$ cat src/rtl/vend_pkg.sv
// Shared definitions for the multi-item vending controller.
// Contents: coin code encodings, fail code encodings, the controller state
// enum and the coin_value() helper that maps a coin code to its value.
package vend_pkg;

    localparam logic [1:0] COIN_5  = 2'b00;
    localparam logic [1:0] COIN_10 = 2'b01;
    localparam logic [1:0] COIN_20 = 2'b10;
    localparam logic [1:0] COIN_50 = 2'b11;

    localparam logic [1:0] FC_NONE   = 2'b00;
    localparam logic [1:0] FC_CREDIT = 2'b01;
    localparam logic [1:0] FC_STOCK  = 2'b10;
    localparam logic [1:0] FC_INDEX  = 2'b11;

    typedef enum logic [1:0] {
        ST_IDLE   = 2'b00,
        ST_CREDIT = 2'b01,
        ST_VEND   = 2'b10,
        ST_CHANGE = 2'b11
    } state_e;

    function automatic logic [7:0] coin_value(input logic [1:0] code);
        case (code)
            COIN_5:  return 8'd5;
            COIN_10: return 8'd10;
            COIN_20: return 8'd20;
            default: return 8'd50;
        endcase
    endfunction

endpackage

$ cat src/rtl/vend_change_dispenser.sv
// Change payout engine: pays an amount out one coin at a time using greedy
// denomination selection over a valid/ready handshake with the hopper.
// Ports:
//   clk, rst_n          clock, asynchronous active-low reset
//   start, amount       load a new payout amount (pulse)
//   coin_out_valid/code offered change coin (registered, code stable while stalled)
//   coin_out_ready      hopper accepts the offered coin
//   done                payout finished this cycle (residual < 5 forfeited)
//   rem_next            amount still owed after this cycle (next register value)
module vend_change_dispenser
    import vend_pkg::*;
#(
    parameter int BAL_W = 8
) (
    input  logic             clk,
    input  logic             rst_n,
    input  logic             start,
    input  logic [BAL_W-1:0] amount,
    input  logic             coin_out_ready,
    output logic             coin_out_valid,
    output logic [1:0]       coin_out_code,
    output logic             done,
    output logic [BAL_W-1:0] rem_next
);

    localparam logic [BAL_W-1:0] FIVE = BAL_W'(5);

    logic             active_q, active_d;
    logic             valid_q, valid_d;
    logic [1:0]       code_q, code_d;
    logic [BAL_W-1:0] rem_q, rem_d, rem_after;

    function automatic logic [1:0] pick(input logic [BAL_W-1:0] a);
        if (a >= BAL_W'(50)) return COIN_50;
        if (a >= BAL_W'(20)) return COIN_20;
        if (a >= BAL_W'(10)) return COIN_10;
        return COIN_5;
    endfunction

    always_comb begin
        active_d  = active_q;
        valid_d   = valid_q;
        code_d    = code_q;
        rem_d     = rem_q;
        done      = 1'b0;
        rem_after = rem_q;
        if (valid_q && coin_out_ready)
            rem_after = rem_q - BAL_W'(coin_value(code_q));
        if (start) begin
            active_d = 1'b1;
            rem_d    = amount;
            valid_d  = (amount >= FIVE);
            code_d   = pick(amount);
        end else if (active_q) begin
            if (rem_after < FIVE) begin
                // Anything below the smallest coin cannot be paid and is forfeited.
                active_d = 1'b0;
                valid_d  = 1'b0;
                code_d   = COIN_5;
                rem_d    = '0;
                done     = 1'b1;
            end else begin
                valid_d = 1'b1;
                code_d  = pick(rem_after);
                rem_d   = rem_after;
            end
        end
    end

    always_ff @(posedge clk or negedge rst_n) begin
        if (!rst_n) begin
            active_q <= 1'b0;
            valid_q  <= 1'b0;
            code_q   <= COIN_5;
            rem_q    <= '0;
        end else begin
            active_q <= active_d;
            valid_q  <= valid_d;
            code_q   <= code_d;
            rem_q    <= rem_d;
        end
    end

    assign coin_out_valid = valid_q;
    assign coin_out_code  = code_q;
    assign rem_next       = rem_d;

endmodule

$ cat src/rtl/vend_ctrl_multi.sv
// Multi-item vending controller: accumulates coin credit, checks stock and
// price per item, dispenses, and returns change via vend_change_dispenser.
// Ports: coin input (coin_valid/coin_code/coin_reject), purchase request
// (vend_req/vend_sel -> vend_valid/vend_item or vend_fail/fail_code), cancel,
// price table item_prices, restock/restock_sel, change hopper handshake
// (coin_out_valid/coin_out_code/coin_out_ready), balance and busy status.
// Optional macro VEND_AUDIT_EN adds sales_count (16b) and revenue (24b).
module vend_ctrl_multi
    import vend_pkg::*;
#(
    parameter int  NUM_ITEMS  = 4,
    parameter int  BAL_W      = 8,
    parameter int  MAX_BAL    = 200,
    parameter int  STOCK_W    = 4,
    parameter int  INIT_STOCK = 8,
    localparam int SEL_W      = (NUM_ITEMS > 1) ? $clog2(NUM_ITEMS) : 1
) (
    input  logic                       clk,
    input  logic                       rst_n,
    input  logic                       coin_valid,
    input  logic [1:0]                 coin_code,
    output logic                       coin_reject,
    input  logic                       vend_req,
    input  logic [SEL_W-1:0]           vend_sel,
    input  logic                       cancel,
    input  logic [NUM_ITEMS*BAL_W-1:0] item_prices,
    input  logic                       restock,
    input  logic [SEL_W-1:0]           restock_sel,
    output logic                       vend_valid,
    output logic [SEL_W-1:0]           vend_item,
    output logic                       vend_fail,
    output logic [1:0]                 fail_code,
    output logic                       coin_out_valid,
    output logic [1:0]                 coin_out_code,
    input  logic                       coin_out_ready,
    output logic [BAL_W-1:0]           balance,
    output logic                       busy
`ifdef VEND_AUDIT_EN
    ,
    output logic [15:0]                sales_count,
    output logic [23:0]                revenue
`endif
);

    state_e             state_q, state_d;
    logic [BAL_W-1:0]   balance_q, balance_d;
    logic [STOCK_W-1:0] stock_q [NUM_ITEMS];
    logic [STOCK_W-1:0] stock_d [NUM_ITEMS];
    logic               coin_reject_q, coin_reject_d;
    logic               vend_valid_q, vend_valid_d;
    logic [SEL_W-1:0]   vend_item_q, vend_item_d;
    logic               vend_fail_q, vend_fail_d;
    logic [1:0]         fail_code_q, fail_code_d;
    logic               busy_q, busy_d;

    logic [BAL_W-1:0]   sel_price;
    logic [STOCK_W-1:0] sel_stock;
    logic               sel_ok;
    logic [BAL_W:0]     coin_sum;
    logic               coin_fits;
    logic               chg_start, chg_done;
    logic [BAL_W-1:0]   chg_rem_next;

    // Change payout starts on the transition into CHANGE, with the balance as it stands.
    assign chg_start = (state_q == ST_CREDIT && cancel) ||
                       (state_q == ST_VEND && balance_q != '0);

    vend_change_dispenser #(.BAL_W(BAL_W)) u_change (
        .clk            (clk),
        .rst_n          (rst_n),
        .start          (chg_start),
        .amount         (balance_q),
        .coin_out_ready (coin_out_ready),
        .coin_out_valid (coin_out_valid),
        .coin_out_code  (coin_out_code),
        .done           (chg_done),
        .rem_next       (chg_rem_next)
    );

    always_comb begin
        sel_price = '0;
        sel_stock = '0;
        for (int i = 0; i < NUM_ITEMS; i++) begin
            if (vend_sel == SEL_W'(i)) begin
                sel_price = item_prices[i*BAL_W +: BAL_W];
                sel_stock = stock_q[i];
            end
        end
        sel_ok    = ({1'b0, vend_sel} < (SEL_W+1)'(NUM_ITEMS));
        coin_sum  = {1'b0, balance_q} + (BAL_W+1)'(coin_value(coin_code));
        coin_fits = (coin_sum <= (BAL_W+1)'(MAX_BAL));
    end

    always_comb begin
        state_d       = state_q;
        balance_d     = balance_q;
        stock_d       = stock_q;
        coin_reject_d = 1'b0;
        vend_valid_d  = 1'b0;
        vend_fail_d   = 1'b0;
        vend_item_d   = vend_item_q;
        fail_code_d   = fail_code_q;
        case (state_q)
            ST_IDLE, ST_CREDIT: begin
                // Priority cancel > coin > vend_req; losers are dropped.
                // Cancel only acts once credit exists, so in IDLE it falls through.
                if (cancel && state_q == ST_CREDIT) begin
                    state_d = ST_CHANGE;
                end else if (coin_valid) begin
                    if (coin_fits) begin
                        balance_d = coin_sum[BAL_W-1:0];
                        state_d   = ST_CREDIT;
                    end else begin
                        coin_reject_d = 1'b1;
                    end
                end else if (vend_req) begin
                    if (!sel_ok) begin
                        vend_fail_d = 1'b1;
                        fail_code_d = FC_INDEX;
                    end else if (sel_stock == '0) begin
                        vend_fail_d = 1'b1;
                        fail_code_d = FC_STOCK;
                    end else if (balance_q < sel_price) begin
                        vend_fail_d = 1'b1;
                        fail_code_d = FC_CREDIT;
                    end else begin
                        state_d      = ST_VEND;
                        balance_d    = balance_q - sel_price;
                        vend_valid_d = 1'b1;
                        vend_item_d  = vend_sel;
                        for (int i = 0; i < NUM_ITEMS; i++)
                            if (vend_sel == SEL_W'(i) && stock_q[i] != '0)
                                stock_d[i] = stock_q[i] - 1'b1;
                    end
                end
                if (state_q == ST_IDLE && restock) begin
                    for (int i = 0; i < NUM_ITEMS; i++)
                        if (restock_sel == SEL_W'(i))
                            stock_d[i] = STOCK_W'(INIT_STOCK);
                end
            end
            ST_VEND: begin
                state_d = (balance_q != '0) ? ST_CHANGE : ST_IDLE;
            end
            default: begin
                balance_d = chg_rem_next;
                if (chg_done) state_d = ST_IDLE;
            end
        endcase
        if (coin_valid && (state_q == ST_VEND || state_q == ST_CHANGE))
            coin_reject_d = 1'b1;
        busy_d = (state_d == ST_VEND) || (state_d == ST_CHANGE);
    end

    always_ff @(posedge clk or negedge rst_n) begin
        if (!rst_n) begin
            state_q       <= ST_IDLE;
            balance_q     <= '0;
            for (int i = 0; i < NUM_ITEMS; i++)
                stock_q[i] <= STOCK_W'(INIT_STOCK);
            coin_reject_q <= 1'b0;
            vend_valid_q  <= 1'b0;
            vend_item_q   <= '0;
            vend_fail_q   <= 1'b0;
            fail_code_q   <= FC_NONE;
            busy_q        <= 1'b0;
        end else begin
            state_q       <= state_d;
            balance_q     <= balance_d;
            stock_q       <= stock_d;
            coin_reject_q <= coin_reject_d;
            vend_valid_q  <= vend_valid_d;
            vend_item_q   <= vend_item_d;
            vend_fail_q   <= vend_fail_d;
            fail_code_q   <= fail_code_d;
            busy_q        <= busy_d;
        end
    end

    assign coin_reject = coin_reject_q;
    assign vend_valid  = vend_valid_q;
    assign vend_item   = vend_item_q;
    assign vend_fail   = vend_fail_q;
    assign fail_code   = fail_code_q;
    assign balance     = balance_q;
    assign busy        = busy_q;

`ifdef VEND_AUDIT_EN
    logic [15:0]      sales_q, sales_d;
    logic [23:0]      rev_q, rev_d;
    logic [BAL_W-1:0] price_q, price_d;
    logic [24:0]      rev_sum;

    // The sale is booked during the VEND cycle using the price captured on entry.
    always_comb begin
        price_d = price_q;
        sales_d = sales_q;
        rev_d   = rev_q;
        rev_sum = {1'b0, rev_q} + 25'(price_q);
        if (vend_valid_d) price_d = sel_price;
        if (state_q == ST_VEND) begin
            sales_d = (sales_q == 16'hFFFF) ? sales_q : sales_q + 16'd1;
            rev_d   = rev_sum[24] ? '1 : rev_sum[23:0];
        end
    end

    always_ff @(posedge clk or negedge rst_n) begin
        if (!rst_n) begin
            sales_q <= '0;
            rev_q   <= '0;
            price_q <= '0;
        end else begin
            sales_q <= sales_d;
            rev_q   <= rev_d;
            price_q <= price_d;
        end
    end

    assign sales_count = sales_q;
    assign revenue     = rev_q;
`else
    // Audit counters are not built in this configuration.
`endif

endmodule

$ cat config.mk
export PLATFORM = sky130hd
export DESIGN_NAME = vend_ctrl_multi
export DESIGN_NICKNAME = d
export VERILOG_FILES = /design/src/rtl/vend_pkg.sv /design/src/rtl/vend_change_dispenser.sv /design/src/rtl/vend_ctrl_multi.sv
export SDC_FILE = /design/constraint.sdc
export NUM_CORES = 1
export LEC_CHECK = 0
export CAP_MARGIN = 20
export CORE_ASPECT_RATIO = 1.25
export CORE_UTILIZATION = 50
export CTS_CLUSTER_DIAMETER = 150
export DETAILED_ROUTE_END_ITERATION = 7
export GPL_TIMING_DRIVEN = 0
export PLACE_DENSITY = 0.78
export SETUP_SLACK_MARGIN = 0.05
export SYNTH_ARGS = -nofsm -noshare
export SYNTH_HDL_FRONTEND = slang
export SYNTH_HIERARCHICAL = 1
export SYNTH_SLANG_ARGS = --single-unit
$ cat constraint.sdc
create_clock -name clk -period 3.1 [get_ports clk]
set_input_delay 0.465 -clock clk [delete_from_list [all_inputs] [get_ports clk]]
set_output_delay 0.465 -clock clk [all_outputs]
set_load 0.005 [all_outputs]
After elaboration in Yosys (flattened, before gate mapping)
Index checks and enable logic that the tools add are counted.
Word-level totals
  output and inout port bits: 19
  input port bits: 45
  memories kept: 0
  ROM bits: 0
  bits in registers: 46
  bits in latches: 0
  logic and storage cells: 198
  bits in writable memories: 0
Cells by class
  div/mod/pow operators: 0
  bitwise operators: 5
  magnitude comparators: 10
  shifts and indexed selects: 0
  equal/unequal tests: 20
  reduce and logical (&&, ||, !) cells: 29
  multiplexer cells: 111
  $add $sub $neg: 7
  $mul: 0
Operators by type and width (count)
  $mux W8: 15
  $mux W16: 6
  $mux W2: 25
  $mux W1: 49
  $mux W4: 12
  $pmux W6 S3: 2
  $eq A2 B2 Y1 const B: 10
  $ge A8 B4 Y1 const B: 2
  $ge A8 B5 Y1 const B: 2
  $ge A8 B6 Y1 const B: 2
  $pmux W8 S2: 1
  $reduce_bool A4 Y1: 4
  $sub A4 B1 Y4 const B: 4
  $sub A8 B8 Y8: 2
  $ne A3 B3 Y1 const B: 4
  $reduce_and A6 Y1: 2
  $eq A2 B1 Y1 const B: 5
  $logic_not A2 Y1: 5
  $add A8 B8 Y9: 1
  $le A9 B8 Y1 const B: 1
  $logic_and A1 B1 Y1: 9
  $ge A8 B3 Y1 const B: 1
  $lt A8 B3 Y1 const B: 1
  $lt A8 B8 Y1: 1
  other kinds (9): 16

Logic depth before layout (Yosys ltp)
Gate-level depths: netlist (run 1).
  depth after elaboration: 25
  gate-level depth with buffers: 14
  gate-level depth less buffers: 13

Cells and area by module
The synthesis (run 1) kept the hierarchy.
Modules (own cells, without submodules)
  vend_ctrl_multi: times used 1, area each 2976.6 sq um, cells an instance 347, sequential area each 855.8 sq um
  vend_change_dispenser: times used 1, area each 1297.5 sq um, cells an instance 165, sequential area each 300.3 sq um

Worst setup path before layout (run 1)
No wires, ideal clock.
  path kind: input to register
  start: in vend_sel[0]
  end: reg balance_q[2] (netlist: balance[2])
  setup slack: -0.623 ns
  stages: 12
  required time: 2.975 ns
  path buffers: 2
  setup time: 0.125 ns
  data arrival time: 3.599 ns
  cells stage by stage: buf_4 > buf_1 > mux4_2 > ha_1 > inv_1 > fa_1 > a21oi_1 > o22ai_1 > o41a_1 > and2_0 > o31ai_4 > mux2_2
On the way
  cells in the longest elaborated chain, start to end: 12
  elaborated cells between the ends (all ways): 24
  classes of those cells: add/sub (1); order compare (1); eq/ne (5); mux (14); reduce/logical (3)
RTL lines
  start, declared: line vend_ctrl_multi.sv:24  | input logic [SEL_W-1:0] vend_sel,
  $logic_not A2 Y1: line vend_ctrl_multi.sv:84  | if (vend_sel == SEL_W'(i)) begin
  $mux W8 (4 in series): line vend_ctrl_multi.sv:84
  $sub A8 B8 Y8: line vend_ctrl_multi.sv:128  | balance_d = balance_q - sel_price;
  $mux W8: line vend_ctrl_multi.sv:123  | end else if (balance_q < sel_price) begin
  $mux W8: line vend_ctrl_multi.sv:120  | end else if (sel_stock == '0) begin
  $mux W8: line vend_ctrl_multi.sv:116  | end else if (vend_req) begin
  $mux W8: line vend_ctrl_multi.sv:109  | end else if (coin_valid) begin
  $mux W8: line vend_ctrl_multi.sv:107  | if (cancel && state_q == ST_CREDIT) begin
  $pmux W8 S2: line vend_ctrl_multi.sv:103  | case (state_q)
  end signal, assigned: line vend_ctrl_multi.sv:169  | balance_q <= balance_d;
  end, declared: line vend_ctrl_multi.sv:46  | logic [BAL_W-1:0] balance_q, balance_d;
Parallel ways exist; a longest one is shown, timed or not. The select of a mux whose other input is x is not followed.
A chain may end at the register's enable or synchronous reset.

Worst setup path in the final report (run 1)
  start: reg u_change.code_q[1] (netlist: u_change/coin_out_code[1])
  end: reg balance_q[2] (netlist: balance[2])
On the way
  cells in the longest elaborated chain, start to end: 10
  elaborated cells between the ends (all ways): 12
  classes of those cells: add/sub (1); order compare (1); eq/ne (2); mux (7); reduce/logical (1)
RTL lines
  start, declared: line vend_change_dispenser.sv:30  | logic [1:0] code_q, code_d;
  start signal, assigned: line vend_change_dispenser.sv:79  | code_q <= code_d;
  $eq A2 B2 Y1 (tied with other cells): line vend_pkg.sv:24  | case (code)
  $pmux W6 S3 *: line vend_pkg.sv:24
  $mux W8 *: line vend_change_dispenser.sv:47  | if (valid_q && coin_out_ready)
  $sub A8 B8 Y8 *: line vend_change_dispenser.sv:48  | rem_after = rem_q - BAL_W'(coin_value(code_q));
  $mux W8 *: line vend_change_dispenser.sv:47
  $lt A8 B3 Y1: line vend_change_dispenser.sv:55  | if (rem_after < FIVE) begin
  $mux W8 *: line vend_change_dispenser.sv:55
  $mux W8 *: line vend_change_dispenser.sv:54  | end else if (active_q) begin
  $mux W8 *: line vend_change_dispenser.sv:49  | if (start) begin
  via chg_rem_next[2]: line vend_ctrl_multi.sv:62  | logic [BAL_W-1:0] chg_rem_next;
  $pmux W8 S2 *: line vend_ctrl_multi.sv:103
Mark *: on every way through the listed nets, which the timed path passes. The rest lies on a longest branch. The select of a mux whose other input is x is not followed.

==> results of run 1 <==
[routing by layer]
| layer | vias up | share of wire [%] | routed length (um) |
|---|---|---|---|
| met5 | - | 0 | 0 |
| met4 | 0 | 3.0 | 357 |
| met3 | 34 | 4.5 | 541 |
| met2 | 150 | 51 | 6170 |
| met1 | 2079 | 41 | 4950 |
| li1 | 2046 | - | - |
[final cells by class]
cell class | count | area [sq um]
clock inverters | 2 | 16.3
well taps | 97 | 121
clock buffers | 6 | 82.6
repair buffers | 79 | 771
inverters | 43 | 161
fillers | 679 | 2710
plain buffers | 22 | 148
multi-input cells | 401 | 3070
flip-flops and latches | 46 | 1160
[synthesized netlist by cell type, drive strengths merged, types with 3 or more instances]
| cell | count | area (sq um) |
|---|---|---|
| a21o | 5 | 38.8 |
| nand2b | 8 | 57.6 |
| mux4 | 8 | 180 |
| fa | 3 | 60.1 |
| dfrtp | 42 | 1050 |
| clkbuf | 12 | 46.3 |
| nor4b | 5 | 43.8 |
| nand2 | 48 | 183 |
| nor2b | 8 | 50.1 |
| a22oi | 4 | 30.0 |
| nand4b | 3 | 26.3 |
| o21a | 7 | 52.6 |
| o21bai | 3 | 22.5 |
| nor4 | 3 | 18.8 |
| dfstp | 4 | 105 |
| and2 | 9 | 56.3 |
| o31ai | 13 | 116 |
| mux2 | 6 | 67.6 |
| mux2i | 11 | 110 |
| nand4 | 4 | 25.0 |
| a211oi | 5 | 55.1 |
| inv | 43 | 161 |
| a21oi | 36 | 180 |
| a31oi | 4 | 31.3 |
| nor3b | 3 | 22.5 |
| o211ai | 6 | 50.1 |
| o22ai | 4 | 25.0 |
| a2111oi | 3 | 32.5 |
| o21ai | 33 | 165 |
| a221oi | 3 | 26.3 |
| nor2 | 45 | 169 |
| ha | 23 | 288 |
| nand3b | 5 | 37.5 |
| and3 | 3 | 18.8 |
| or3 | 4 | 31.3 |
| xnor2 | 11 | 96.3 |
| or4 | 4 | 33.8 |
| xor2 | 3 | 26.3 |
| nor3 | 17 | 96.4 |
| nand3 | 12 | 60.1 |
| buf | 9 | 47.5 |
| o41ai | 3 | 26.3 |
[what timing repair did]
| item | in CTS | in global routing |
|---|---|---|
| buffers inserted | 14 | 3 |
| pin swaps | 12 | 10 |
| setup endpoints to repair | 33 | 20 |
| resized for setup | 27 | 31 |
[path summary, 6_finish.rpt]
kind                                      startpoint            to  depth (start not counted)
setup / recovery           u_change/coin_out_code[1]    balance[2]                         13
hold / removal                                 rst_n    stock_q[9]                          1
setup reg to reg           u_change/coin_out_code[1]    balance[2]                         13
hold reg to reg                         vend_item[0]  vend_item[0]                          2
max in group asynchronous                      rst_n   stock_q[15]                          2
min in group clk                        vend_item[0]  vend_item[0]                          2
[worst max-delay path: stages, from the launching register on]
cell	delay, ns
dfrtp_2	0.42
nor2_2	0.10
ha_2	0.18
inv_2	0.04
fa_2	0.36
a21o_4	0.23
a2111oi_4	0.29
o211ai_1	0.16
or3_4	0.42
nor3_4	0.24
a221oi_2	0.11
nand2_1	0.09
o21ai_0	0.09
mux2_4	0.28
[registers in the layout, summed over array words and instances, names as in the netlist]
| register | count |
|---|---|
| stock_q | 16 |
| balance | 8 |
| u_change/coin_out_valid | 1 |
| u_change/rem_q | 8 |
| coin_reject | 1 |
| u_change/active_q | 1 |
| vend_item | 2 |
| state_q | 2 |
| busy | 1 |
| vend_valid | 1 |
| u_change/coin_out_code | 2 |
| fail_code | 2 |
| vend_fail | 1 |
[per-stage QoR]
step | setup TNS, ns | hold WS, ns | std cells | total power, mW
after floorplan | -1.93 | 0.169 | 512 | 3.79
after detailed placement | -31.82 | 0.377 | 671 | 4.79
after global placement | -30.79 | 0.464 | 670 | 4.67
final | -0.0190 | 0.0437 | 696 | 5.76
after global routing | -0.608 | 0.0451 | 696 | 6.22
after CTS | 0 | 0.0437 | 693 | 5.49
[logic make-up after synthesis]
family	count (synthesis)	synth area share [%]
flops	46	27.0
mux	25	8.37
fa+ha+maj	26	8.14
xor+xnor	14	2.87
simple gates	191	24.0
buf+inv	65	6.18
compound gates	145	23.4
[power by group through the flow]
stage	Clock, mW	Combinational (mW)	Sequential [mW]
2_1_floorplan	0	2.63	1.16
3_5_place_dp	0	3.50	1.29
4_1_cts	0.405	3.82	1.27
3_3_place_gp	0	3.39	1.28
5_1_grt	0.430	4.46	1.33
6_report	0.399	4.06	1.29
==> metrics, run 1 <==
via count between 4000 and 5000; number of max-cap violations 0; Pleak 2.34 nW; Placement Cell Area 5100 sq um; PD cells about 1000 nW/um^2; H-tree Lvls 2; outcome finished with violations; Slew Viols, Final 0; fraction of registers with async set/reset 100%; Slew Limit Headroom 59.4%; Total GRT Usage approximately 28%; CTS max path bufs 2; IO Pins 64; Fin. Hold Viols 0; Synth Area per Inst 8.35 sq um; Worst Path Required approximately 3.3 ns; Die Wd 84.7 um; maximum VDD drop between 0.4 and 0.5 mV; Die Footprint 8920 sq um; WL per Instance 17.3 um; Post-Synthesis Cells 512; Yosys warning count 6; Num CTS Buffers 5; Final Cell Area 5530 sq um; Flop pwr share 22.5%; drt initial violations 249; root buf cell clkbuf_8; Clock Power Share 6.9%; commonest non-fill, non-tap cell in the layout clkdlybuf4s50_1; final core occ 67.1%; largest net degree at the start of global routing 35; Post-synth top flop dfrtp_1; antenna violations before repair 0; Worst EP arrival about 3.3 ns; Final HPWL DP 8990 um; fin nets 669; met3 usage about 3.5%; Psw between 2 and 3 mW; RSZ-0062 raised after global routing yes; Syn Nets 583; post-synthesis cell area ~4300 sq um; drt first pass iters 5; CP Class reg -> reg; Skew-Pair Late Insertion Delay 0.30 ns; HP Class in -> async; Vias/cell 6.19; Setup WS post-layout -0.0190 ns; M2 GR Usage 49.2%; most frequent cells in the layout clkdlybuf4s50_1 (53), nand2_1 (47), nor2_1 (43); CTS tree built; met1 Use GR 33.8%; worst-path maximum fanout 3; register bit total from synthesis 46; gp weighted congestion approximately 0.9; Post-CTS Hold Buffers 0; vias in the first global route 4257; skew final ~0.0095 ns; Final ANT Viol Nets 0; sequential share of the synthesized area 27.0%; Most Crowded Layer GR met2; I/O Buffers 61; Initial Util 51.9%; DRC 0; Critical Path Sink Type register; core area 8240 sq um; post-layout min period 3.12 ns; final WL 12000 um; layout cells sized above 1 between 15 and 20%; failing checks negative setup slack; global route total overflow 0; pre-CTS setup slack -1.38 ns; Clock Sinks 46; first-pass GRT wire length 19900 um; Antenna Cells 0; Combinational Power Share a little over two thirds; Final setup viols 1; clock slew at the register clock pins of the worst setup and hold paths around 0.09 ns; Yosys cell types 85; Sw Share between 40 and 50%; P_int around 3 mW; final period utilization 101%; Die H between 100 and 150 um; row count 37; crit path launch type register; r2r setup slk -0.02 ns; Max Fclk 321 MHz; Post-synth EDFFs 0; Layout area overhead 29.4%; worst slew pin tran 0.610 ns
Power figures use the tool's default switching activity.
==> inputs of run 2 (changes only) <==
- RECOVER_POWER: unset -> 50
- SKIP_LAST_GASP: unset -> 1
- SLEW_MARGIN: unset -> 15
==> metrics, run 2 (synthesis gave the netlist of run 1 again) <==
outcome finished with violations; failing checks max-capacitance violations, max-slew violations, negative setup slack; root buf cell clkbuf_8; Pleak 2.34 nW; Fin Setup TNS -0.0164 ns; post-layout min period 3.12 ns; Setup crit end balance[2]; Clock Sinks 46; worst-path maximum fanout 3; Die H 105 um; final core occ 66.9%; instance count on the critical path 13; final WL 12000 um; Worst Path Buf+Inv 1; antenna violations before repair 0; Final setup viols 1; cell family with most CP delay compound AO/OA/AOI/OAI gates; post-route insts no fill just under 700; Total GRT Usage around 28%; I/O Buffers between 60 and 70; Final HPWL DP roughly 9000 um; Worst EP arrival 3.32 ns; max FFs per register 16; vias in the first global route 4257; worst r2r path cells 13; row count 37; Num CTS Buffers 5; number of max-cap violations 1; H-tree Lvls 2; CTS max path bufs 2; Skew-Pair Late Insertion Delay 0.30 ns; worst setup path start u_change/coin_out_code[1]; Max Fclk approximately 320 MHz; Initial Util 51.9%; worst reg2reg path startpoint u_change/coin_out_code[1]; Layout area overhead 29.0%; first-pass GRT wire length between 15000 and 20000 um; final period utilization 101%; IO Pins 64; Biggest register stock_q; Critical Path Max Stage Delay 0.42 ns; Placement Cell Area 5100 sq um; CTS tree built; HP Class in -> async; Worst Path Required 3.30 ns; pre-CTS setup slack -1.38 ns; worst slew pin tran 1.80 ns; drt first pass iters 5; Setup WS post-layout -0.0164 ns; Final Cell Area 5510 sq um; maximum VDD drop 0.406 mV; Die Footprint between 8000 and 9000 sq um; Critical Path Sink Type register; CP Class reg -> reg; Fin. Hold Viols 0; PD cells 1040 nW/um^2; Placed Instances between 600 and 700; Antenna Cells 0; Slew Viols, Final 35; Die Wd 84.7 um; Slew Limit Headroom -20.0%; crit path launch type register; gp weighted congestion 0.892; skew final ~0.0095 ns; layout cells sized above 1 approximately 18%; CP max-delay cell dfrtp_2; core area 8240 sq um; RSZ-0062 raised after global routing yes; most frequent cells in the layout nand2_1 (47), clkdlybuf4s50_1 (47), nor2_1 (43); fin nets 669; WL per Instance 17.3 um; via count about 4300; worst path cell trace nor2_2, ha_2, inv_2, fa_2, a21o_4, a2111oi_4, o211ai_1, or3_4, nor3_4, a221oi_2, nand2_1, o21ai_0, mux2_4; r2r setup slk -0.02 ns; DRC 0; Design Power 5.74 mW; Min Hold Slack 0.174 ns; Vias/cell 6.15; Worst R2R End balance[2]; largest net degree at the start of global routing 35; drt initial violations 217; global route total overflow 0; clock slew at the register clock pins of the worst setup and hold paths 0.09 ns; Final ANT Viol Nets 0; Post-CTS Hold Buffers 0
-- run 2: changes by cell type in the layout (fill, tap and decap cells not counted), sizes merged --
cell and delta:
clkbuf +2, clkdlybuf4s50 -6, buf -2, dlygate4sd3 +6
-- run 2: layout make-up --
cell class | count | area (sq um)
plain buffers | 22 | 148
clock buffers | 6 | 82.6
well taps | 97 | 121
inverters | 43 | 161
multi-input cells | 401 | 3070
fillers | 684 | 2730
flip-flops and latches | 46 | 1160
clock inverters | 2 | 16.3
repair buffers | 79 | 753
-- run 2: report_power, final --
| group | leakage [nW] | internal (mW) | total [mW] | switching (mW) |
|---|---|---|---|---|
| Clock | 0.0478 | 0.184 | 0.398 | 0.215 |
| Combinational | 1.75 | 1.92 | 4.05 | 2.13 |
| Sequential | 0.542 | 0.891 | 1.29 | 0.399 |
| Total | 2.34 | 2.99 | 5.74 | 2.74 |
-- run 2: worst min path at each step --
stage / start / endpoint / slack (ns) / cells past startpoint
3_3_place_gp: vend_item[0] / vend_item[0] / 0.46 / 2
6_report: rst_n / stock_q[9] / 0.17 / 1
2_1_floorplan: rst_n / balance[0] / 0.17 / 0
5_1_grt: rst_n / stock_q[9] / 0.20 / 1
4_1_cts: rst_n / stock_q[9] / 0.04 / 1
3_5_place_dp: rst_n / stock_q[9] / 0.38 / 1
-- run 2: layer usage --
layer | track usage (%) | vias up | wire, um
li1 | - | 2045 | -
met1 | 33.8 | 2062 | 4950
met2 | 49.2 | 140 | 6190
met3 | 3.52 | 31 | 505
met4 | 10.5 | 0 | 358
met5 | 0 | - | 0
-- run 2: timing repair --
item,CTS,global route
resized for setup,27,30
hold endpoints to repair,0,0
setup endpoints to repair,33,20
setup buffers,14,3
pin swaps,12,10
==> inputs of run 3 (changes only) <==
- PLACE_DENSITY: 0.78 -> 0.75
- clock period: 3.1 -> 3.7 ns (I/O delays scaled with it)
==> metrics, run 3 (synthesis gave the netlist of run 1 again) <==
outcome finished with violations; failing checks max-capacitance violations, max-slew violations; via count 4157; Critical Path Sink Type register; Slew Viols, Final 33; I/O Buffers 61; Worst Path Buf+Inv 3; Fill cells ~740; PD cells about 840 nW/um^2; worst path cell trace clkdlybuf4s50_1, mux4_2, ha_1, inv_1, fa_1, a21oi_2, o22ai_1, o41a_1, and2_4, o31ai_4, buf_6, mux2_2; most frequent cells in the layout clkdlybuf4s50_1 (49), nand2_1 (47), nor2_1 (45); CTS max path bufs 2; CP max-delay cell clkdlybuf4s50_1; Initial Util 51.9%; fin nets 655; Slew Limit Headroom -14.9%; commonest non-fill, non-tap cell in the layout clkdlybuf4s50_1; Skew-Pair Late Insertion Delay 0.31 ns; number of max-cap violations 1; Vias/cell 6.10; Final Cell Area around 5200 sq um; post-route insts no fill 682; HP Class in -> async; Die H 105 um; Placement Cell Area about 5000 sq um; Antenna Cells 0; Die Wd 84.7 um; drt first pass iters 7; root buf cell clkbuf_8; Placed Instances between 600 and 700; maximum VDD drop 0.347 mV; CP Class in -> reg; final WL 11300 um; worst-path maximum fanout 5; Post-CTS Hold Buffers 0; Layout area overhead 20.7%; RSZ-0062 raised after global routing no; Biggest register stock_q; Num CTS Buffers 5; post-layout min period 3.50 ns; final period utilization 94.6%; antenna violations before repair 0; pre-CTS setup slack -1.02 ns; WL per Instance 16.5 um; DRC 0; Final HPWL DP a little under 9000 um; CTS tree built; Clock Sinks between 40 and 50; Final setup viols 0; gp weighted congestion 0.879; skew final 0.0112 ns; Max Fclk about 290 MHz; Fin Setup TNS 0 ns; core area 8240 sq um; layout cells sized above 1 about 11%; Fin. Hold Viols 0; drt initial violations 236; largest net degree at the start of global routing 33; crit path launch type primary input; cell family with most CP delay compound AO/OA/AOI/OAI gates; Total GRT Usage 26.5%; Setup WS post-layout 0.199 ns; clock slew at the register clock pins of the worst setup and hold paths 0.10 ns; Worst EP arrival roughly 3.7 ns; IO Pins 64; first-pass GRT wire length between 15000 and 20000 um; Worst Path Required 3.89 ns; Final ANT Viol Nets 0; global route total overflow 0; Critical Path Max Stage Delay 0.48 ns; worst slew pin tran between 1.5 and 2 ns; row count 37; H-tree Lvls 2; max FFs per register 16; Die Footprint 8920 sq um; vias in the first global route 4092; Pleak 2.17 nW
-- run 3: routing by layer --
metal  vias to the layer above  track usage [%]  routed length, um
met3                        22             2.82                441
met2                       129             47.2               5860
li1                       2015                -                  -
met1                      1991             33.2               4750
met5                         -                0                  0
met4                         0             9.20                224
-- run 3: report_power, final --
group / internal (mW) / total [mW] / switching [mW]
Clock: 0.140 / 0.332 / 0.191
Sequential: 0.741 / 1.06 / 0.316
Combinational: 1.35 / 2.95 / 1.59
Total: 2.24 / 4.34 / 2.10
-- run 3: repair_timing --
action                     in CTS  in global routing
setup endpoints to repair      30                 15
setup buffers                   3                  1
pin swaps                       1                  3
gates resized for setup         6                 11
-- run 3: worst paths after layout --
kind / startpoint / to / slack [ns] / depth (start not counted)
max: item_prices[16] / balance[3] / 0.20 / 12
min: rst_n / stock_q[9] / 0.30 / 1
max reg2reg: u_change/coin_out_code[0] / balance[2] / 0.37 / 13
min reg2reg: vend_item[1] / vend_item[1] / 0.49 / 2
max in group asynchronous: rst_n / balance[4] / 1.33 / 2
min in group clk: vend_item[1] / vend_item[1] / 0.49 / 2
-- run 3: layout make-up --
type | instances | area [sq um] | share of cell area (%)
Multi-Input combinational cell | 401 | 2870 | 55.7
Sequential cell | 46 | 1160 | 22.4
Timing Repair Buffer | 66 | 639 | 12.4
Inverter | 43 | 161 | 3.13
Tap cell | 97 | 121 | 2.35
Buffer | 21 | 113 | 2.18
Clock buffer | 5 | 68.8 | 1.33
Clock inverter | 3 | 26.3 | 0.509
-- run 3: stage by stage --
step	util [%]	hold slack, ns	power [mW]
floorplan	-	0.259	3.09
CTS	62.5	0.146	4.30
global placement	60.8	0.462	3.81
finish	62.6	0.297	4.34
detailed placement	60.9	0.470	3.91
global route	62.6	0.370	4.73
==> patch 1 (flow settings as in run 3) <==
The 4 states of `state_e` get a one-hot encoding in 4 bits.
--- a/src/rtl/vend_pkg.sv
+++ b/src/rtl/vend_pkg.sv
@@ -13,11 +13,11 @@
     localparam logic [1:0] FC_STOCK  = 2'b10;
     localparam logic [1:0] FC_INDEX  = 2'b11;
 
-    typedef enum logic [1:0] {
-        ST_IDLE   = 2'b00,
-        ST_CREDIT = 2'b01,
-        ST_VEND   = 2'b10,
-        ST_CHANGE = 2'b11
+    typedef enum logic [3:0] {
+        ST_IDLE   = 4'b0001,
+        ST_CREDIT = 4'b0010,
+        ST_VEND   = 4'b0100,
+        ST_CHANGE = 4'b1000
     } state_e;
 
     function automatic logic [7:0] coin_value(input logic [1:0] code);
Function: same outputs for any inputs over 4 cycles, from zero or initial values and one cycle with rst_n low; so few cycles prove little.
==> patch 1 against run 3 <==
  * The run still ends with capacitance limit, slew limit left
  * Final area is 0.80% higher
  * Non-clock buffer count is 4 lower
  * Combinational power is 5% lower
  * Critical path depth stayed put
  * Wire length is 6.7% lower
  * Final cell count is 0.73% lower
  * Synthesized area is 1.1% higher
  * First-iteration DRC count is 21% higher
  * Total power is 3.6% lower
  * Sequential cell count is 2 higher
  * Worst setup slack better by 80 ps
  * Largest cell class unchanged
  * Largest power group unchanged
==> patch 1: results <==
export IMPL_gr_usage_met1_pct=30.7
export IMPL_grt_max_degree=34
export IMPL_outcome="finished, violations left"
export IMPL_routabilityCongestion=0.892
export IMPL_post_cts_repair_setup_buffers=0
export IMPL_number_of_nets_at_the_end_of_the_flow=651
export IMPL_hpwl_mm=8.35
export IMPL_critical_path_max_fanout=8
export IMPL_grt_pass1_vias=4022
export IMPL_leakagePower_uw=0.00226
export IMPL_number_of_buffers_added_on_ports=62
export IMPL_number_of_violations_of_the_max_capacitance_limit=1
export IMPL_synth_seq_area_share_pct=27.9
export IMPL_globalRouteMet2Util_pct=43.8
export IMPL_ctsResizeCount=11
export IMPL_detail_route_first_pass_iterations=4
export IMPL_finalMaxSlewViolations=34
export IMPL_r2r_worst_path_cells=15
export IMPL_timing_critical_path_slowest_cell_delay_ps=560
export IMPL_number_of_drc_violations_after_detailed_routing_iteration_0=286
export IMPL_dpl_cell_count=667
export IMPL_detailroute_wirelength_met3_um=508
export IMPL_peakVddDrop_mv=0.307
export IMPL_violations="capacitance limit, slew limit"
export IMPL_final_routed_wirelength_mm=10.5
-- patch 1: stage by stage --
| step | setup TNS, ps | hold WS [ps] | power [uW] | instance area (um^2) |
|---|---|---|---|---|
| final | 0 | 309 | 4180 | 5200 |
| after global routing | 0 | 378 | 4570 | 5200 |
| after CTS | 0 | 149 | 4170 | 5200 |
| after detailed placement | -30180 | 479 | 3800 | 5080 |
| after global placement | -28120 | 474 | 3750 | 5060 |
| after floorplan | 0 | 259 | 3050 | 4320 |
-- patch 1: cells by family after synthesis --
group / after synthesis / share of synthesized area [%]
buf+inv: 54 / 5.04
mux: 19 / 6.80
compound gates: 162 / 26.1
flops: 48 / 27.9
xor+xnor: 16 / 3.24
fa+ha+maj: 27 / 8.34
simple gates: 181 / 22.5
-- patch 1: layout make-up --
cell class	instances	area [um^2]	share of cell area, %
Buffer	18	93.8	1.80
Tap cell	97	121	2.33
Clock inverter	2	12.5	0.241
Multi-Input combinational cell	405	2930	56.3
Clock buffer	6	72.6	1.40
Inverter	36	135	2.60
Timing Repair Buffer	65	631	12.1
Sequential cell	48	1210	23.2
-- patch 1: path summary, 6_finish.rpt --
path	from	slack [ps]	end
max	coin_code[0]	280	balance[5]
min	rst_n	310	stock_q[0]
max reg2reg	u_change/coin_out_code[0]	360	busy
min reg2reg	fail_code[1]	490	fail_code[1]
max in group asynchronous	rst_n	1260	u_change/coin_out_code[0]
min in group clk	fail_code[1]	490	fail_code[1]
-- patch 1: where the power goes --
group	switching [uW]	internal [uW]	total [uW]
Clock	174	132	306
Combinational	1520	1290	2810
Sequential	299	761	1060
Total	1990	2180	4180
-- patch 1: worst register-to-register path, delay by kind of cell (launching register included) --
family | cells | cell delay, ps
fa+ha+maj | 2 | 580
buf+inv | 1 | 50
simple gates | 8 | 1350
compound gates | 4 | 830
flops | 1 | 470
==> patch 2 (settings of run 3) <==
Without the edit above. `BAL_W` is set to 8 in 2 places; all go to 12.
--- a/src/rtl/vend_change_dispenser.sv
+++ b/src/rtl/vend_change_dispenser.sv
@@ -10,7 +10,7 @@
 module vend_change_dispenser
     import vend_pkg::*;
 #(
-    parameter int BAL_W = 8
+    parameter int BAL_W = 12
 ) (
     input  logic             clk,
     input  logic             rst_n,
--- a/src/rtl/vend_ctrl_multi.sv
+++ b/src/rtl/vend_ctrl_multi.sv
@@ -9,7 +9,7 @@
     import vend_pkg::*;
 #(
     parameter int  NUM_ITEMS  = 4,
-    parameter int  BAL_W      = 8,
+    parameter int  BAL_W      = 12,
     parameter int  MAX_BAL    = 200,
     parameter int  STOCK_W    = 4,
     parameter int  INIT_STOCK = 8,
Interface: changed (resized balance and item_prices); port bits go from 64 to 84. No check against the original RTL was run, so the function may have changed too.
==> patch 2 against run 3 <==
  * Worst setup slack got worse by 57 ps
  * Non-clock buffer count increased by 38
  * Sequential power increased by 11%
  * Highest routed layer unchanged
  * Sequential share of layout area fell by 1.3 points
  * Sequential cell count rose by 8
  * Clock skew shrank 3.1 ps
  * The flow still finishes with violations (capacitance limit, slew limit)
  * First-iteration DRC count grew 38%
  * Critical endpoint is now stock_q[14]
  * Synthesized area rose by 17%
  * Wire length rose by 23%
  * Register-to-register slack got worse by 70 ps
  * Final area increased by 25%
  * Maximum frequency is 1.6% lower
  * Total power up 21%
  * Largest cell class unchanged
==> patch 2: results <==
export IMPL_peakVddDrop_mv=0.347
export IMPL_grt_max_degree=37
export IMPL_post_synth_main_area_contributors="sky130_fd_sc_hd__dfrtp_1 (25%), sky130_fd_sc_hd__ha_1 (7.0%), sky130_fd_sc_hd__mux4_2 (5.4%)"
export IMPL_critical_path_max_fanout=10
export IMPL_place_ws_ps=-1030
export IMPL_routabilityCongestion=0.879
export IMPL_cp_data_arrival_time_ps=3800
export IMPL_synth_cell_type_count=79
export IMPL_regToRegStartpoint="balance[1]"
export IMPL_num_vias=4948
export IMPL_syn_num_nets=674
export IMPL_finalMaxSlewViolations=37
export IMPL_number_of_nets_at_the_end_of_the_flow=780
export IMPL_violations="capacitance limit, slew limit"
export IMPL_synth_seq_area_share_pct=27.0
export IMPL_worst_setup_path_endpoint="stock_q[14]"
export IMPL_globalRouteTotalUtil_pct=26.4
export IMPL_reg2reg_setup_slack_ps=300
export IMPL_ratio_of_cells_with_drive_above_1_in_the_final_layout_pct=13.2
export IMPL_leakagePower_uw=0.00270
export IMPL_crit_path_start="vend_sel[1]"
export IMPL_hpwl_mm=10.4
export IMPL_cts_root_buf="sky130_fd_sc_hd__clkbuf_16"
export IMPL_outcome="finished, violations left"
export IMPL_grt_pass1_wl_mm=22.1
export IMPL_r2r_worst_path_cells=11
export IMPL_number_of_violations_of_the_max_capacitance_limit=1
patch 2: through the flow:
| step | cell area [um^2] | hold slack (ps) | std cells | TNS [ps] |
|---|---|---|---|---|
| 2_1_floorplan | 5070 | 259 | 582 | 0 |
| 3_3_place_gp | 6060 | 465 | 791 | -25040 |
| 3_5_place_dp | 6070 | 478 | 792 | -27050 |
| 4_1_cts | 6320 | 209 | 806 | 0 |
| 5_1_grt | 6440 | 516 | 815 | 0 |
| 6_report | 6440 | 416 | 815 | 0 |
patch 2: worst min path at each step:
stage                         to
floorplan             balance[0]
global placement    vend_item[1]
detailed placement  vend_item[0]
CTS                 vend_item[0]
global route         stock_q[14]
finish                stock_q[9]
patch 2: cell type report:
class                   count  area share [%]
plain buffers              25            2.47
inverters                  37            2.16
clock inverters             3           0.758
flip-flops and latches     54            21.1
repair buffers            100            15.0
clock buffers               5            1.94
multi-input cells         465            54.2
well taps                 126            2.45
patch 2: timing repair:
item / 4_1_cts / 5_1_grt
setup buffers: 6 / 9
hold buffers: 0 / 0
resized for setup: 15 / 26
pin swaps: 6 / 12
cloned: 0 / 1
endpoints found under the setup margin: 36 / 22
endpoints found under the hold margin: 0 / 0
patch 2: per-layer routing:
metal  global-route usage (%)  vias up  wire length, um
met3                     2.67       32              586
met1                     31.7     2379             5600
met4                     7.41        0              278
met2                     49.7      176             7380
li1                         -     2361                -
met5                        0        -                0
patch 2: cells by family (layout without fill, tap and decap cells):
| kind of cell | Yosys count | count (layout) | synth area share (%) |
|---|---|---|---|
| buf+inv | 63 | 170 | 5.26 |
| mux | 34 | 34 | 10.1 |
| compound gates | 161 | 161 | 21.9 |
| flops | 54 | 54 | 27.0 |
| simple gates | 211 | 211 | 22.6 |
| xor+xnor | 28 | 28 | 4.89 |
| fa+ha+maj | 31 | 31 | 8.18 |
patch 2: power breakdown:
| part | leakage, uW | internal (uW) | switching, uW |
|---|---|---|---|
| combinational | 0.00198 | 1640 | 1870 |
| sequential | 0.000637 | 821 | 364 |
| clock | 0.0000819 | 325 | 235 |
patch 2: worst max-delay path: stages:
cell                       delay [ps]
sky130_fd_sc_hd__clkbuf_2         110
sky130_fd_sc_hd__clkbuf_8         140
sky130_fd_sc_hd__clkbuf_8         160
sky130_fd_sc_hd__mux4_2           340
sky130_fd_sc_hd__ha_4             190
sky130_fd_sc_hd__inv_2             60
sky130_fd_sc_hd__fa_2             230
sky130_fd_sc_hd__a211oi_4          70
sky130_fd_sc_hd__o21ai_2          150
sky130_fd_sc_hd__or3b_4           420
sky130_fd_sc_hd__a311oi_4         360
sky130_fd_sc_hd__o2111a_2         280
sky130_fd_sc_hd__nand4_1          100
sky130_fd_sc_hd__or4b_1           530
sky130_fd_sc_hd__nand2_1           90
